[src/rtl/frame_upload_datapath.sv]
// frame_upload_datapath: pixel-pair cache (16x16 write / 8x32 read) plus
// registered frame-address adder for the frame uploader.
// Ports: clk, reset_n (async, active-low);
//   write port  cea/ada/din; read port ceb/adb -> dout; oce (output reg only);
//   adder a/b/ce -> sum (bit ADDR_W is carry-out).
// Optional macro CACHE_OUT_REG_EN: adds an oce-gated output register after
// the read latch (read latency 2 clk). Undefined: oce unused, latency 1 clk.
module frame_upload_datapath #(
    parameter int CACHE_DEPTH_W = 16,
    parameter int ADDR_W        = 21
) (
    input  logic                             clk,
    input  logic                             reset_n,
    input  logic                             cea,
    input  logic [$clog2(CACHE_DEPTH_W)-1:0] ada,
    input  logic [15:0]                      din,
    input  logic                             ceb,
    input  logic [$clog2(CACHE_DEPTH_W)-2:0] adb,
    input  logic                             oce,
    output logic [31:0]                      dout,
    input  logic [ADDR_W-1:0]                a,
    input  logic [ADDR_W-1:0]                b,
    input  logic                             ce,
    output logic [ADDR_W:0]                  sum
);

    localparam int AW = $clog2(CACHE_DEPTH_W);

    logic [15:0]   mem [CACHE_DEPTH_W];
    logic [31:0]   rd_q;
    logic [ADDR_W:0] sum_q;

    // Array contents are deliberately not reset.
    always_ff @(posedge clk) begin
        if (cea) begin
            mem[ada] <= din;
        end
    end

    // Non-blocking update of mem means a same-edge read sees the old word.
    always_ff @(posedge clk or negedge reset_n) begin
        if (!reset_n) begin
            rd_q <= '0;
        end else if (ceb) begin
            rd_q <= {mem[{adb, 1'b1}], mem[{adb, 1'b0}]};
        end
    end

    always_ff @(posedge clk or negedge reset_n) begin
        if (!reset_n) begin
            sum_q <= '0;
        end else if (ce) begin
            sum_q <= {1'b0, a} + {1'b0, b};
        end
    end

    assign sum = sum_q;

`ifdef CACHE_OUT_REG_EN
    logic [31:0] out_q;

    always_ff @(posedge clk or negedge reset_n) begin
        if (!reset_n) begin
            out_q <= '0;
        end else if (oce) begin
            out_q <= rd_q;
        end
    end

    assign dout = out_q;
`else
    logic unused_oce;

    assign unused_oce = oce;
    assign dout       = rd_q;
`endif

    logic [AW-1:0] unused_aw;

    assign unused_aw = '0;

endmodule

[config.mk]
export PLATFORM = sky130hd
export DESIGN_NAME = frame_upload_datapath
export DESIGN_NICKNAME = d
export VERILOG_FILES = /design/src/rtl/frame_upload_datapath.sv
export SDC_FILE = /design/constraint.sdc
export NUM_CORES = 1
export LEC_CHECK = 0
export ABC_AREA = 1
export CORE_MARGIN = 10
export CORE_UTILIZATION = 50
export DETAILED_ROUTE_END_ITERATION = 6
export DONT_BUFFER_PORTS = 1
export GPL_TIMING_DRIVEN = 1
export PLACE_DENSITY = 0.7
export SYNTH_ARGS = -nofsm -noshare
export SYNTH_HDL_FRONTEND = slang
export SYNTH_SLANG_ARGS = --single-unit
[constraint.sdc]
create_clock -name clk -period 1.45 [get_ports clk]
set_input_delay 0.3625 -clock clk [delete_from_list [all_inputs] [get_ports clk]]
set_output_delay 0.3625 -clock clk [all_outputs]
set_load 0.005 [all_outputs]
After elaboration in Yosys (flattened, before gate mapping)
Memories as Yosys holds them, arrays and structs flattened. A register that Yosys moved wholly into a read port is not among the register bits.
Cells that the tools add are included.

word-level totals
  RAM bits = 256
  memory bits (read-only) = 0
  output and inout port bits = 54
  memories = 1
  latch bits = 0
  input bits = 71
  word-level logic and storage cells = 7
  register bits after elaboration = 22

memories
  memory  depth  bits a word  rd ports  clocked after memory_dff  write ports  line  RTL
  mem     16     16           2         2                         1            29    logic [15:0] mem [CACHE_DEPTH_W];

cells by class
  reduce and logical (&&, ||, !) cells = 2
  equal/unequal tests = 0
  muxes and demuxes = 2
  order comparisons = 0
  $add $sub $neg = 1
  div/mod/pow operators = 0
  shift operators = 0
  multipliers = 0
  bitwise logic cells = 0

operator list
  operator                                   number
  21-bit by 21-bit adder with 22-bit output  1
  1-bit logical NOT                          2
  1-bit 2-to-1 mux                           2

Longest topological paths before layout
Gate-level depths: netlist (run 1).

  word-level depth = 2
  depth in mapped cells = 13
  depth with buffers taken out = 13

Least setup slack after synthesis (run 1)
Ideal clock, no wire load.

  kind = input-to-reg
  start = input a[0]
  end = register sum_q[16], in the netlist sum[16]
  path slack = -296 ps
  arrival time = 1628 ps
  library setup time = 118 ps
  buffers on the path = 0
  cell stages on the path = 13
  required time = 1332 ps
  cell sequence = ha_1 > inv_1 > fa_1 > inv_1 > nand3_1 > nand3_1 > nand2_1 > nand2_1 > nand2_1 > nand2_1 > nand2_1 > nand3_1 > nand2_1

on the way
  word-level cells in the longest chain between the ends = 1

RTL lines
  element                                    line  RTL
  start: declaration                         21    input logic [ADDR_W-1:0] a,
  21-bit by 21-bit adder with 22-bit output  53    sum_q <= {1'b0, a} + {1'b0, b};
  end signal: assignment                     53
  end: declaration                           31    logic [ADDR_W:0] sum_q;

No other way between the ends.
A chain may end at the register's enable or synchronous reset.

Worst setup path after layout (run 1)
  start = register rd_q[16], in the netlist dout[16], read port of mem
  end = output dout[16]

RTL lines
  element             line  RTL
  start: declaration  30    logic [31:0] rd_q;
  end: declaration    20    output logic [31:0] dout,

No word-level cell between the ends.

==> results of run 1 <==
## what timing repair did
action	in CTS	in global routing
endpoints found under the hold margin	354	0
setup endpoints to repair	0	0
hold buffers	23	0
## final cells by class
cell class,instances,area (um^2)
repair buffers,96,1044
fillers,2099,10520
inverters,87,327.8
clock buffers,39,825.8
well taps,335,419.2
multi-input cells,746,3849
clock inverters,18,103.9
diodes,4,10.01
flip-flops and latches,310,9039
## routing by layer
layer / vias up / wire [um] / part of all wire (%) / GRT usage, %
li1: 4330 / - / - / -
met5: - / 7 / 0.022 / 0
met2: 312 / 15660 / 48 / 31.74
met4: 2 / 567 / 1.7 / 5.082
met3: 46 / 3027 / 9.3 / 4.921
met1: 4390 / 13240 / 41 / 23.89
## power breakdown
group          leakage [nW]  switching (mW)  internal (mW)  total (mW)
Clock                 0.455            3.19           4.16        7.35
Combinational          2.35            1.01          0.755        1.77
Sequential             2.96           0.259           10.0        10.3
## state kept, by name, indices dropped and copies added, names as in the netlist
signal  cells
dout       32
sum        22
mem       256
## synth_stat cells
master / instances / area [um^2]
sky130_fd_sc_hd__buf_6: 3 / 33.78
sky130_fd_sc_hd__buf_2: 12 / 60.06
sky130_fd_sc_hd__inv_2: 8 / 30.03
sky130_fd_sc_hd__o21ai_1: 107 / 535.5
sky130_fd_sc_hd__nor2_1: 234 / 878.3
sky130_fd_sc_hd__edfxtp_1: 256 / 7687
sky130_fd_sc_hd__buf_4: 7 / 52.55
sky130_fd_sc_hd__ha_1: 21 / 262.8
sky130_fd_sc_hd__buf_1: 11 / 41.29
sky130_fd_sc_hd__inv_1: 79 / 296.5
sky130_fd_sc_hd__nand3b_1: 7 / 52.55
sky130_fd_sc_hd__nand2_1: 153 / 574.3
sky130_fd_sc_hd__nand3_1: 38 / 190.2
sky130_fd_sc_hd__xnor2_1: 8 / 70.07
sky130_fd_sc_hd__o21ai_0: 87 / 435.4
sky130_fd_sc_hd__nor4_1: 1 / 6.260
sky130_fd_sc_hd__fa_1: 1 / 20.02
sky130_fd_sc_hd__nand4_1: 2 / 12.51
sky130_fd_sc_hd__dfrtp_1: 54 / 1351
sky130_fd_sc_hd__o211ai_1: 64 / 480.5
sky130_fd_sc_hd__o21bai_1: 2 / 15.01
sky130_fd_sc_hd__a21oi_1: 14 / 70.07
sky130_fd_sc_hd__clkbuf_1: 26 / 97.59
sky130_fd_sc_hd__nor3_1: 7 / 35.03
## stage by stage
stage,area (um^2),hold WS [ns]
after global routing,15620,0.003339
final,15620,0.007355
after global placement,14420,0.07000
after floorplan,13490,0.06691
after detailed placement,14420,0.07046
after CTS,15610,0.001687
## worst paths after layout
path                                         to  cells after the start                  from  slack [ns]
max                                    dout[16]                      0  dout[16]$_DFFE_PN0P_        0.10
min reg2reg                  sum[1]$_DFFE_PN0P_                      2    sum[1]$_DFFE_PN0P_        0.52
min in group asynchronous    sum[5]$_DFFE_PN0P_                      2               reset_n        0.34
max reg2reg                dout[14]$_DFFE_PN0P_                      6  mem[2][14]$_DFFE_PP_        0.20
min                         dout[6]$_DFFE_PN0P_                      2                   ceb       0.007
max in group asynchronous   dout[8]$_DFFE_PN0P_                      2               reset_n        0.83
## cells by family (layout without fill, tap and decap cells)
family	after synthesis	count (layout)	synth area share, %
AO/OA/AOI/OAI	274	274	11.56
adder cells (fa/ha/maj)	22	22	2.128
AND/OR/NAND/NOR	442	442	13.16
XOR/XNOR	8	8	0.5273
other	0	4	0
buffers and inverters	146	240	4.604
flip-flops	310	310	68.02
## placed cells by master, fill, tap and decap left out, drive strengths merged, types with 7 or more instances in the layout
cell,instances
buf,75
nand2,153
clkbuf,39
a21oi,14
clkinv,17
nor3,7
nand3b,7
nand3,38
xnor2,8
inv,86
o211ai,64
edfxtp,256
dlygate4sd3,21
dfrtp,54
nor2,234
o21ai,194
ha,21
==> impl_metrics.sql, run 1 <==
INSERT INTO impl_metrics (metric_group, metric, value, unit) VALUES
('outcome', 'result_of_the_run', 'finished, final reports clean', ''),
('place', 'count_of_port_buffers_added_during_placement', '0', ''),
('setup_path', 'timing.critical_path.arrival', '0.99', 'ns'),
('place', 'place_hpwl', '19240', 'um'),
('timing', 'maximum_frequency_from_static_timing_analysis', '0.7413', 'GHz'),
('cts', 'clockRootBuffer', 'sky130_fd_sc_hd__clkbuf_16', ''),
('drt', 'wl_per_cell', '19.88', 'um'),
('setup_path', 'cp_data_required_time', '1.09', 'ns'),
('synth', 'synth.cell_area', '0.01329', 'mm^2'),
('cells_and_area', 'design.final.nets', '1365', ''),
('cts', 'cts_max_path_buffers', '3', ''),
('timing', 'relSlewSlack', '56.98', '%'),
('timing', 'timing.final.max_slew_violations', '0', ''),
('synth', 'syn_avg_cell_area', '11.06', 'um^2'),
('floorplan', 'die-height', '183.0', 'um'),
('timing', 'totalNegativeSetupSlack', '0', 'ns'),
('setup_path', 'setup.worst_path.class', 'reg -> out', ''),
('place', 'placedCellCount', '1551', ''),
('min_path', 'hold_path_class', 'in -> reg', ''),
('floorplan', 'num_io_pins', '125', ''),
('timing', 'unrepaired_setup_endpoints_after_global_routing', 'no', ''),
('timing', 'max_slew.worst_pin.slew', '0.6431', 'ns'),
('timing', 'final_critical_path_setup_slack', '0.1010', 'ns'),
('setup_path', 'crit_fanout', '2', ''),
('floorplan', 'die_width', '183.0', 'um'),
('cts', 'post_cts_repair_setup_buffers', '0', ''),
('global_routing', 'vias_in_the_first_global_route', '8824', ''),
('cells_and_area', 'area_growth_syn_to_layout', '17.52', '%'),
('drt', 'drt_pre_antenna_iters', '5', ''),
('cells_and_area', 'final_layout_size_suffix_gt1_share', '12.65', '%'),
('synth', 'yosys.cell_types.count', '24', ''),
('cts', 'cts_tree', 'done', ''),
('global_routing', 'global_route.usage.total', '18.92', '%'),
('cts', 'cts.reportedPaths.clkPinSlew', '0.06', 'ns'),
('synth', 'mappedNetlistNets', '1295', ''),
('setup_path', 'startpoint_type', 'register', ''),
('floorplan', 'initial_util', '50.85', '%'),
('cts', 'cts.repair.resized', '0', ''),
('cells_and_area', 'layout.core_utilization', '59.76', '%'),
('power_and_ir_drop', 'max-vdd-ir-drop', '0.001054', 'V'),
('global_routing', 'grt_max_degree', '130', ''),
('synth', 'sequential_fraction_of_the_synthesis_area', '68.02', '%'),
('synth', 'syn-instance-count', '1202', ''),
('global_routing', 'grt_first_pass_wirelength', '49950', 'um'),
('place', 'pre_cts_slack', '-0.3183', 'ns'),
('power_and_ir_drop', 'leakage', '5.768', 'nW'),
('global_routing', 'grt_antenna_before_repair', '5', ''),
('drt', 'drt_iter0_drc', '813', ''),
('place', 'gp_congestion', '0.8806', ''),
('drt', 'num_vias', '9080', ''),
('drt', 'ant_nets', '0', ''),
('timing', 'fin_crit', '1.349', 'ns'),
('cts', 'cts_num_sinks', '310', ''),
('setup_path', 'kind_of_capture_point_of_the_worst_setup_path', 'output port', ''),
('cts', 'cts_made_buffers', '31', ''),
('drt', 'detailed_route_wl', '32500', 'um'),
('floorplan', 'coreArea', '0.02613', 'mm^2'),
('power_and_ir_drop', 'pwr_density_cell', '1242', 'mW/mm^2'),
('synth', 'yosys_warnings', '0', ''),
('global_routing', 'grt_remaining_overflow', '0', ''),
('cells_and_area', 'finalNonFillerCells', '1635', ''),
('floorplan', 'floorplan.die_area', '0.03350', 'mm^2'),
('synth', 'synth_seq_cells', '310', ''),
('flow_run', 'cap_viol_max_count', '0', ''),
('floorplan', 'std_cell_rows', '59', ''),
('timing', 'post_route_fraction_of_the_period_consumed_by_the_critical_path', '93.04', '%'),
('timing', 'worst_clock_skew', '0.007934', 'ns'),
('timing', 'number_of_hold_violations_in_the_final_report', '0', ''),
('drt', 'viasPerCell', '5.554', ''),
('cts', 'clock_latency', '0.55', 'ns'),
('drt', 'drcViolationCount', '0', ''),
('timing', 'finalSetupViolations', '0', ''),
('cts', 'htree_levels', '1', ''),
('power_and_ir_drop', 'overall_power', '19.39', 'mW');
Power figures use the tool's default switching activity.
==> run 2, diff against run 1 <==
- CELL_PAD_IN_SITES_DETAIL_PLACEMENT: unset -> 1
- CELL_PAD_IN_SITES_GLOBAL_PLACEMENT: unset -> 2
- CORE_UTILIZATION: 50 -> 45
- GPL_ROUTABILITY_DRIVEN: unset -> 0
- PLACE_DENSITY: 0.7 -> 0.89
==> run 2 against run 1 <==
  * Sequential power about the same
  * Via count up 4.2%
  * Maximum frequency about the same
  * Clock skew up 0.018 ns
  * Global-route usage up 2.4 points
  * Total power up 5.3%
  * Non-clock buffer count up 3
  * Utilization down 4.9 points
  * Flip-flop and latch count unchanged
  * Combinational power up 6%
  * Setup slack worse by 0.0011 ns
==> impl_metrics.sql, run 2 (same netlist as run 1, synthesis figures left out) <==
INSERT INTO impl_metrics (metric_group, metric, value, unit) VALUES
('cts', 'post_cts_repair_setup_buffers', '0', ''),
('power_and_ir_drop', 'pwr_density_cell', '1287', 'mW/mm^2'),
('cts', 'hold_buffers', '20', ''),
('power_and_ir_drop', 'max-vdd-ir-drop', '0.0008593', 'V'),
('drt', 'detailroute.wirelength.met3', '2781', 'um'),
('cells_and_area', 'area_growth_syn_to_layout', '19.35', '%'),
('floorplan', 'die-height', '191.8', 'um'),
('drt', 'detailed_route_wl', '39260', 'um'),
('cells_and_area', 'top_register', 'mem', ''),
('cells_and_area', 'layout.cells.most_common', 'sky130_fd_sc_hd__edfxtp_1', ''),
('timing', 'finalSetupViolations', '0', ''),
('setup_path', 'cp_data_required_time', '1.85', 'ns'),
('min_path', 'hold_path_class', 'in -> reg', ''),
('cells_and_area', 'finalNonFillerCells', '1691', ''),
('timing', 'final_critical_path_setup_slack', '0.09986', 'ns'),
('drt', 'wl_per_cell', '23.22', 'um'),
('place', 'place_hpwl', '24330', 'um'),
('cells_and_area', 'largest_reg_flops', '256', ''),
('power_and_ir_drop', 'combinational_power_share', '9.2', '%'),
('drt', 'num_vias', '9463', ''),
('timing', 'unrepaired_setup_endpoints_after_global_routing', 'no', ''),
('power_and_ir_drop', 'switching_share', '23.77', '%'),
('cts', 'htree_levels', '2', ''),
('setup_path', 'setup.worst_path.class', 'reg -> reg', ''),
('place', 'pre_cts_slack', '-0.3066', 'ns'),
('power_and_ir_drop', 'overall_power', '20.41', 'mW'),
('drt', 'drt_pre_antenna_iters', '5', ''),
('setup_path', 'crit_fanout', '1', ''),
('power_and_ir_drop', 'power.switching', '4.853', 'mW'),
('floorplan', 'coreArea', '0.02894', 'mm^2'),
('power_and_ir_drop', 'p_int', '15.56', 'mW'),
('setup_path', 'kind_of_capture_point_of_the_worst_setup_path', 'register', ''),
('place', 'placedCellCount', '1606', ''),
('timing', 'relSlewSlack', '51.60', '%'),
('cells_and_area', 'leading_cell_types_in_the_layout_fill_and_taps_excluded', '256 x sky130_fd_sc_hd__edfxtp_1, 219 x sky130_fd_sc_hd__nor2_1, 146 x sky130_fd_sc_hd__nand2_1, 107 x sky130_fd_sc_hd__o21ai_1, 87 x sky130_fd_sc_hd__o21ai_0', ''),
('cts', 'cts_max_path_buffers', '3', ''),
('floorplan', 'floorplan.die_area', '0.03680', 'mm^2'),
('setup_path', 'timing.critical_path.arrival', '1.75', 'ns'),
('floorplan', 'initial_util', '45.93', '%'),
('timing', 'maximum_frequency_from_static_timing_analysis', '0.7407', 'GHz'),
('drt', 'wl_met2', '20180', 'um'),
('drt', 'ant_nets', '0', ''),
('drt', 'wl_met1', '15370', 'um'),
('timing', 'max_slew.worst_pin.slew', '0.7237', 'ns'),
('cts', 'clockRootBuffer', 'sky130_fd_sc_hd__clkbuf_16', ''),
('drt', 'route.top_layer_used', 'met5', ''),
('timing', 'number_of_hold_violations_in_the_final_report', '0', ''),
('timing', 'timing.final.max_slew_violations', '0', ''),
('cts', 'cts.reportedPaths.clkPinSlew', '0.06', 'ns'),
('floorplan', 'std_cell_rows', '62', ''),
('global_routing', 'vias_in_the_first_global_route', '10210', ''),
('cts', 'cts_made_buffers', '34', ''),
('power_and_ir_drop', 'pwr-share-seq', '50.4', '%'),
('global_routing', 'grt_remaining_overflow', '0', ''),
('global_routing', 'global_route.usage.total', '21.30', '%'),
('flow_run', 'cap_viol_max_count', '0', ''),
('place', 'count_of_port_buffers_added_during_placement', '0', ''),
('global_routing', 'grt_antenna_before_repair', '5', ''),
('setup_path', 'startpoint_type', 'register', ''),
('outcome', 'result_of_the_run', 'finished, final reports clean', ''),
('cells_and_area', 'final_layout_size_suffix_gt1_share', '13.50', '%'),
('global_routing', 'grt_first_pass_wirelength', '59770', 'um'),
('floorplan', 'die_width', '191.8', 'um'),
('drt', 'drt_iter0_drc', '753', ''),
('cts', 'cts_tree', 'done', ''),
('power_and_ir_drop', 'power.clock.fraction', '40.4', '%'),
('drt', 'viasPerCell', '5.596', ''),
('drt', 'drcViolationCount', '0', ''),
('global_routing', 'grt_max_degree', '130', ''),
('floorplan', 'num_io_pins', '125', ''),
('cts', 'clock_latency', '0.54', 'ns'),
('cts', 'cts.repair.resized', '0', ''),
('cts', 'cts_num_sinks', '310', ''),
('timing', 'fin_crit', '1.350', 'ns'),
('cells_and_area', 'design.final.nets', '1371', ''),
('timing', 'post_route_fraction_of_the_period_consumed_by_the_critical_path', '93.11', '%'),
('power_and_ir_drop', 'leakage', '5.856', 'nW'),
('timing', 'worst_clock_skew', '0.02588', 'ns');
run 2: cell count changes in the layout (fill, tap and decap cells not counted), moves of 2 or more:
| cell | previous run | this run |
|---|---|---|
| sky130_fd_sc_hd__clkinv_1 | 11 | 2 |
| sky130_fd_sc_hd__clkbuf_1 | 6 | 14 |
| sky130_fd_sc_hd__buf_4 | 54 | 58 |
| sky130_fd_sc_hd__clkbuf_16 | 31 | 34 |
| sky130_fd_sc_hd__dlygate4sd3_1 | 21 | 18 |
| sky130_fd_sc_hd__buf_12 | 20 | 22 |
| sky130_fd_sc_hd__clkinv_2 | 6 | 4 |
| sky130_fd_sc_hd__clkinv_4 | 0 | 2 |
run 2: power by group through the flow:
stage               sequential (mW)  clock (mW)  combinational [mW]
floorplan                      10.4           0                1.18
global placement               10.5           0                1.59
detailed placement             10.5           0                1.66
CTS                            10.3        8.40                1.90
global route                   10.3        8.78                2.12
finish                         10.3        8.26                1.87
run 2: per-stage QoR:
step / cell area [um^2] / hold slack, ns / utilization [%] / TNS (ns)
after CTS: 15850 / 0.002206 / 54.79 / 0
after detailed placement: 14550 / 0.06967 / 50.29 / -6.223
after floorplan: 13490 / 0.06691 / - / -17.86
final: 15860 / 0.005450 / 54.81 / 0
after global placement: 14550 / 0.06972 / 50.29 / -3.988
after global routing: 15860 / 0.02575 / 54.81 / 0
run 2: cell type report:
| type | count | area, um^2 |
|---|---|---|
| clock inverters | 11 | 128.9 |
| repair buffers | 99 | 1084 |
| inverters | 87 | 327.8 |
| fillers | 3046 | 13080 |
| well taps | 384 | 480.5 |
| diodes | 3 | 7.507 |
| flip-flops and latches | 310 | 9039 |
| multi-input cells | 746 | 3849 |
| clock buffers | 51 | 944.7 |
run 2: worst max-delay path: stages (launching register included):
cell and delay (ns):
sky130_fd_sc_hd__edfxtp_1 0.37, sky130_fd_sc_hd__nor2_1 0.15, sky130_fd_sc_hd__nor2_1 0.06, sky130_fd_sc_hd__o21ai_0 0.08, sky130_fd_sc_hd__o21ai_1 0.12, sky130_fd_sc_hd__o211ai_1 0.31, sky130_fd_sc_hd__o21ai_1 0.13
run 2: layer usage:
layer,track usage (%),vias to the layer above
met4,6.130,2
met1,25.22,4756
met5,0,-
met3,4.534,70
li1,-,4347
met2,38.07,288
run 2: worst paths after layout:
kind	startpoint	to	slack [ns]	cells after the start
setup / recovery	mem[2][13]$_DFFE_PP_	dout[13]$_DFFE_PN0P_	0.1	6
hold / removal	ce	sum[19]$_DFFE_PN0P_	0.005	2
setup reg to reg	mem[2][13]$_DFFE_PP_	dout[13]$_DFFE_PN0P_	0.1	6
hold reg to reg	sum[20]$_DFFE_PN0P_	sum[20]$_DFFE_PN0P_	0.51	2
max in group asynchronous	reset_n	dout[31]$_DFFE_PN0P_	0.78	2
min in group asynchronous	reset_n	dout[17]$_DFFE_PN0P_	0.38	2
==> run 3, diff against run 2 <==
- CORE_UTILIZATION: 45 -> 47
- CTS_BUF_LIST: unset -> sky130_fd_sc_hd__clkbuf_8
- PLACE_DENSITY: 0.89 -> 0.92
==> run 3 against run 2 <==
  * Total power down 4.7%
  * Flip-flop and latch count stayed put
  * Die area down 3.8%
  * Routed wire length is 3.0% higher
  * Count of clock-buffer cells in the layout grew 8
  * Final area decreased by 0.54%
  * Critical path depth shrank 3
  * Non-clock buffer count grew 8
  * Register-to-register slack better by 0.02 ns
  * Via count rose by 2.8%
  * Sequential share of layout area increased by 0.31 points
  * Setup slack worse by 0.071 ns
  * Critical path type is now in -> reg
  * Critical endpoint is now dout[16]$_DFFE_PN0P_
  * Largest cell class unchanged
  * Largest power group unchanged
==> impl_metrics.sql, run 3 (same netlist as run 1, synthesis figures left out) <==
INSERT INTO impl_metrics (metric_group, metric, value, unit) VALUES
('drt', 'num_vias', '9727', ''),
('cells_and_area', 'largest_reg_flops', '256', ''),
('setup_path', 'worst_reg2reg_path_startpoint', 'mem[2][11]$_DFFE_PP_', ''),
('timing', 'relSlewSlack', '37.08', '%'),
('floorplan', 'floorplan.die_area', '0.03540', 'mm^2'),
('setup_path', 'timing.critical_path.arrival', '1.93', 'ns'),
('place', 'count_of_port_buffers_added_during_placement', '0', ''),
('timing', 'fin_crit', '1.421', 'ns'),
('cells_and_area', 'fillerInstances', '2957', ''),
('power_and_ir_drop', 'leakage', '5.946', 'nW'),
('cts', 'cts.reportedPaths.clkPinSlew', '0.06', 'ns'),
('cts', 'cts_tree', 'done', ''),
('cells_and_area', 'layout.cells.most_common', 'sky130_fd_sc_hd__edfxtp_1', ''),
('cells_and_area', 'design.final.nets', '1395', ''),
('cts', 'htree_levels', '2', ''),
('setup_path', 'startpoint_type', 'input pin', ''),
('timing', 'number_of_hold_violations_in_the_final_report', '0', ''),
('timing', 'max_slew.worst_pin.slew', '0.9407', 'ns'),
('cts', 'clock_latency', '0.60', 'ns'),
('cells_and_area', 'layout.cell_area.non_filler', '0.01577', 'mm^2'),
('drt', 'viasPerCell', '5.642', ''),
('cts', 'clockRootBuffer', 'sky130_fd_sc_hd__clkbuf_8', ''),
('min_path', 'min_to', 'dout[26]$_DFFE_PN0P_', ''),
('drt', 'drcViolationCount', '0', ''),
('outcome', 'result_of_the_run', 'finished, final reports clean', ''),
('floorplan', 'initial_util', '47.70', '%'),
('timing', 'worst_clock_skew', '0.03752', 'ns'),
('setup_path', 'r2r_slack', '0.12', 'ns'),
('cts', 'cts_max_path_buffers', '3', ''),
('timing', 'timing.final.max_slew_violations', '0', ''),
('floorplan', 'die_width', '188.2', 'um'),
('timing', 'fin_worst_hold_slack', '0.01188', 'ns'),
('timing', 'post_route_fraction_of_the_period_consumed_by_the_critical_path', '98.00', '%'),
('cells_and_area', 'leading_cell_types_in_the_layout_fill_and_taps_excluded', '256 x sky130_fd_sc_hd__edfxtp_1, 219 x sky130_fd_sc_hd__nor2_1, 146 x sky130_fd_sc_hd__nand2_1, 107 x sky130_fd_sc_hd__o21ai_1, 104 x sky130_fd_sc_hd__inv_1', ''),
('floorplan', 'die-height', '188.2', 'um'),
('setup_path', 'worst-r2r-cell-count', '7', ''),
('global_routing', 'grt_max_degree', '130', ''),
('setup_path', 'crit_fanout', '47', ''),
('min_path', 'hold_path_class', 'in -> reg', ''),
('floorplan', 'num_io_pins', '125', ''),
('floorplan', 'std_cell_rows', '61', ''),
('timing', 'finalSetupViolations', '0', ''),
('setup_path', 'worstReg2RegEnd', 'dout[11]$_DFFE_PN0P_', ''),
('flow_run', 'cap_viol_max_count', '0', ''),
('drt', 'drt_pre_antenna_iters', '5', ''),
('cells_and_area', 'layout.core_utilization', '56.62', '%'),
('cells_and_area', 'area_growth_syn_to_layout', '18.70', '%'),
('setup_path', 'critical-path-max-stage-delay', '1.17', 'ns'),
('timing', 'final_critical_path_setup_slack', '0.02896', 'ns'),
('global_routing', 'vias_in_the_first_global_route', '10470', ''),
('power_and_ir_drop', 'max-vdd-ir-drop', '0.0006673', 'V'),
('place', 'detailed_place.area', '0.01452', 'mm^2'),
('min_path', 'hold_path_depth', '2', ''),
('cells_and_area', 'top_register', 'mem', ''),
('place', 'place_hpwl', '24190', 'um'),
('drt', 'drt_iter0_drc', '689', ''),
('cells_and_area', 'final_layout_size_suffix_gt1_share', '14.73', '%'),
('global_routing', 'grt_first_pass_wirelength', '61190', 'um'),
('setup_path', 'cp_data_required_time', '1.95', 'ns'),
('global_routing', 'grt_remaining_overflow', '0', ''),
('drt', 'ant_nets', '0', ''),
('cts', 'cts_num_sinks', '310', ''),
('setup_path', 'cp_cell_sequence', 'dlygate4sd3_1 -> o211ai_1 -> o21ai_1', ''),
('drt', 'detailed_route_wl', '40420', 'um'),
('place', 'pre_cts_slack', '-0.2867', 'ns'),
('setup_path', 'setup.worst_path.class', 'in -> reg', ''),
('floorplan', 'coreArea', '0.02786', 'mm^2'),
('timing', 'maximum_frequency_from_static_timing_analysis', '0.7037', 'GHz'),
('global_routing', 'global_route.usage.total', '22.30', '%'),
('power_and_ir_drop', 'overall_power', '19.45', 'mW'),
('timing', 'unrepaired_setup_endpoints_after_global_routing', 'no', ''),
('global_routing', 'grt_antenna_before_repair', '3', ''),
('drt', 'wl_per_cell', '23.44', 'um'),
('cts', 'cts_made_buffers', '50', ''),
('min_path', 'hold_path.startpoint', 'ceb', ''),
('setup_path', 'kind_of_capture_point_of_the_worst_setup_path', 'register', ''),
('power_and_ir_drop', 'pwr_density_cell', '1233', 'mW/mm^2'),
('setup_path', 'critical-path-slowest-cell', 'sky130_fd_sc_hd__dlygate4sd3_1', '');
[run 3: cell count changes in the layout (fill, tap and decap cells not counted), sizes merged]
cell,before,now
buf,81,85
bufinv,1,0
clkbuf,51,59
clkinv,9,7
clkinvlp,0,2
diode,3,2
dlygate4sd3,18,22
inv,88,113
[run 3: final cells by class]
class / count / area (um^2) / area share [%]
timing repair buffer: 107 / 1104 / 6.996
clock inverter: 35 / 165.2 / 1.047
multi-input combinational: 746 / 3849 / 24.40
antenna: 2 / 5.005 / 0.03173
sequential: 310 / 9039 / 57.30
inverter: 87 / 327.8 / 2.078
tap: 378 / 473.0 / 2.998
clock buffer: 59 / 812.0 / 5.148
[run 3: per-stage QoR]
| step | instances | TNS [ns] |
|---|---|---|
| global placement | 1604 | -4.333 |
| CTS | 1722 | 0 |
| global route | 1723 | 0 |
| finish | 1724 | 0 |
| floorplan | 1202 | -17.86 |
| detailed placement | 1604 | -6.391 |
[run 3: how the worst max path moves through the flow]
stage / start / endpoint / slack [ns] / cells after the start
CTS: dout[19]$_DFFE_PN0P_ / dout[19] / 0.04 / 0
detailed placement: a[0] / sum[16]$_DFFE_PN0P_ / -0.29 / 13
global placement: a[0] / sum[16]$_DFFE_PN0P_ / -0.26 / 13
global route: mem[2][11]$_DFFE_PP_ / dout[11]$_DFFE_PN0P_ / 0.009 / 7
finish: adb[2] / dout[16]$_DFFE_PN0P_ / 0.03 / 3
floorplan: ada[1] / mem[10][0]$_DFFE_PP_ / -0.22 / 4
[run 3: timing repair]
action                    in CTS  in global routing
hold endpoints to repair     354                  0
hold buffers                  24                  0
gates resized for setup        0                  0
setup buffers                  0                  0
[run 3: where the power goes]
group / switching (mW) / internal [mW] / total [mW]
combinational: 1.14 / 0.777 / 1.92
clock: 3.53 / 3.72 / 7.24
sequential: 0.265 / 10.0 / 10.3
total: 4.93 / 14.5 / 19.4
[run 3: worst max-delay path, delay by kind of cell]
kind	cells	cell delay [ns]
buffers and inverters	1	1.17
AOI/OAI and AO/OA	2	0.36
[run 3: metal layers]
metal	vias up	wire [um]	GRT usage, %
met5	-	14	0
li1	4413	-	-
met3	64	2931	5.325
met1	4908	16060	26.13
met2	338	20550	39.47
met4	4	868	6.954
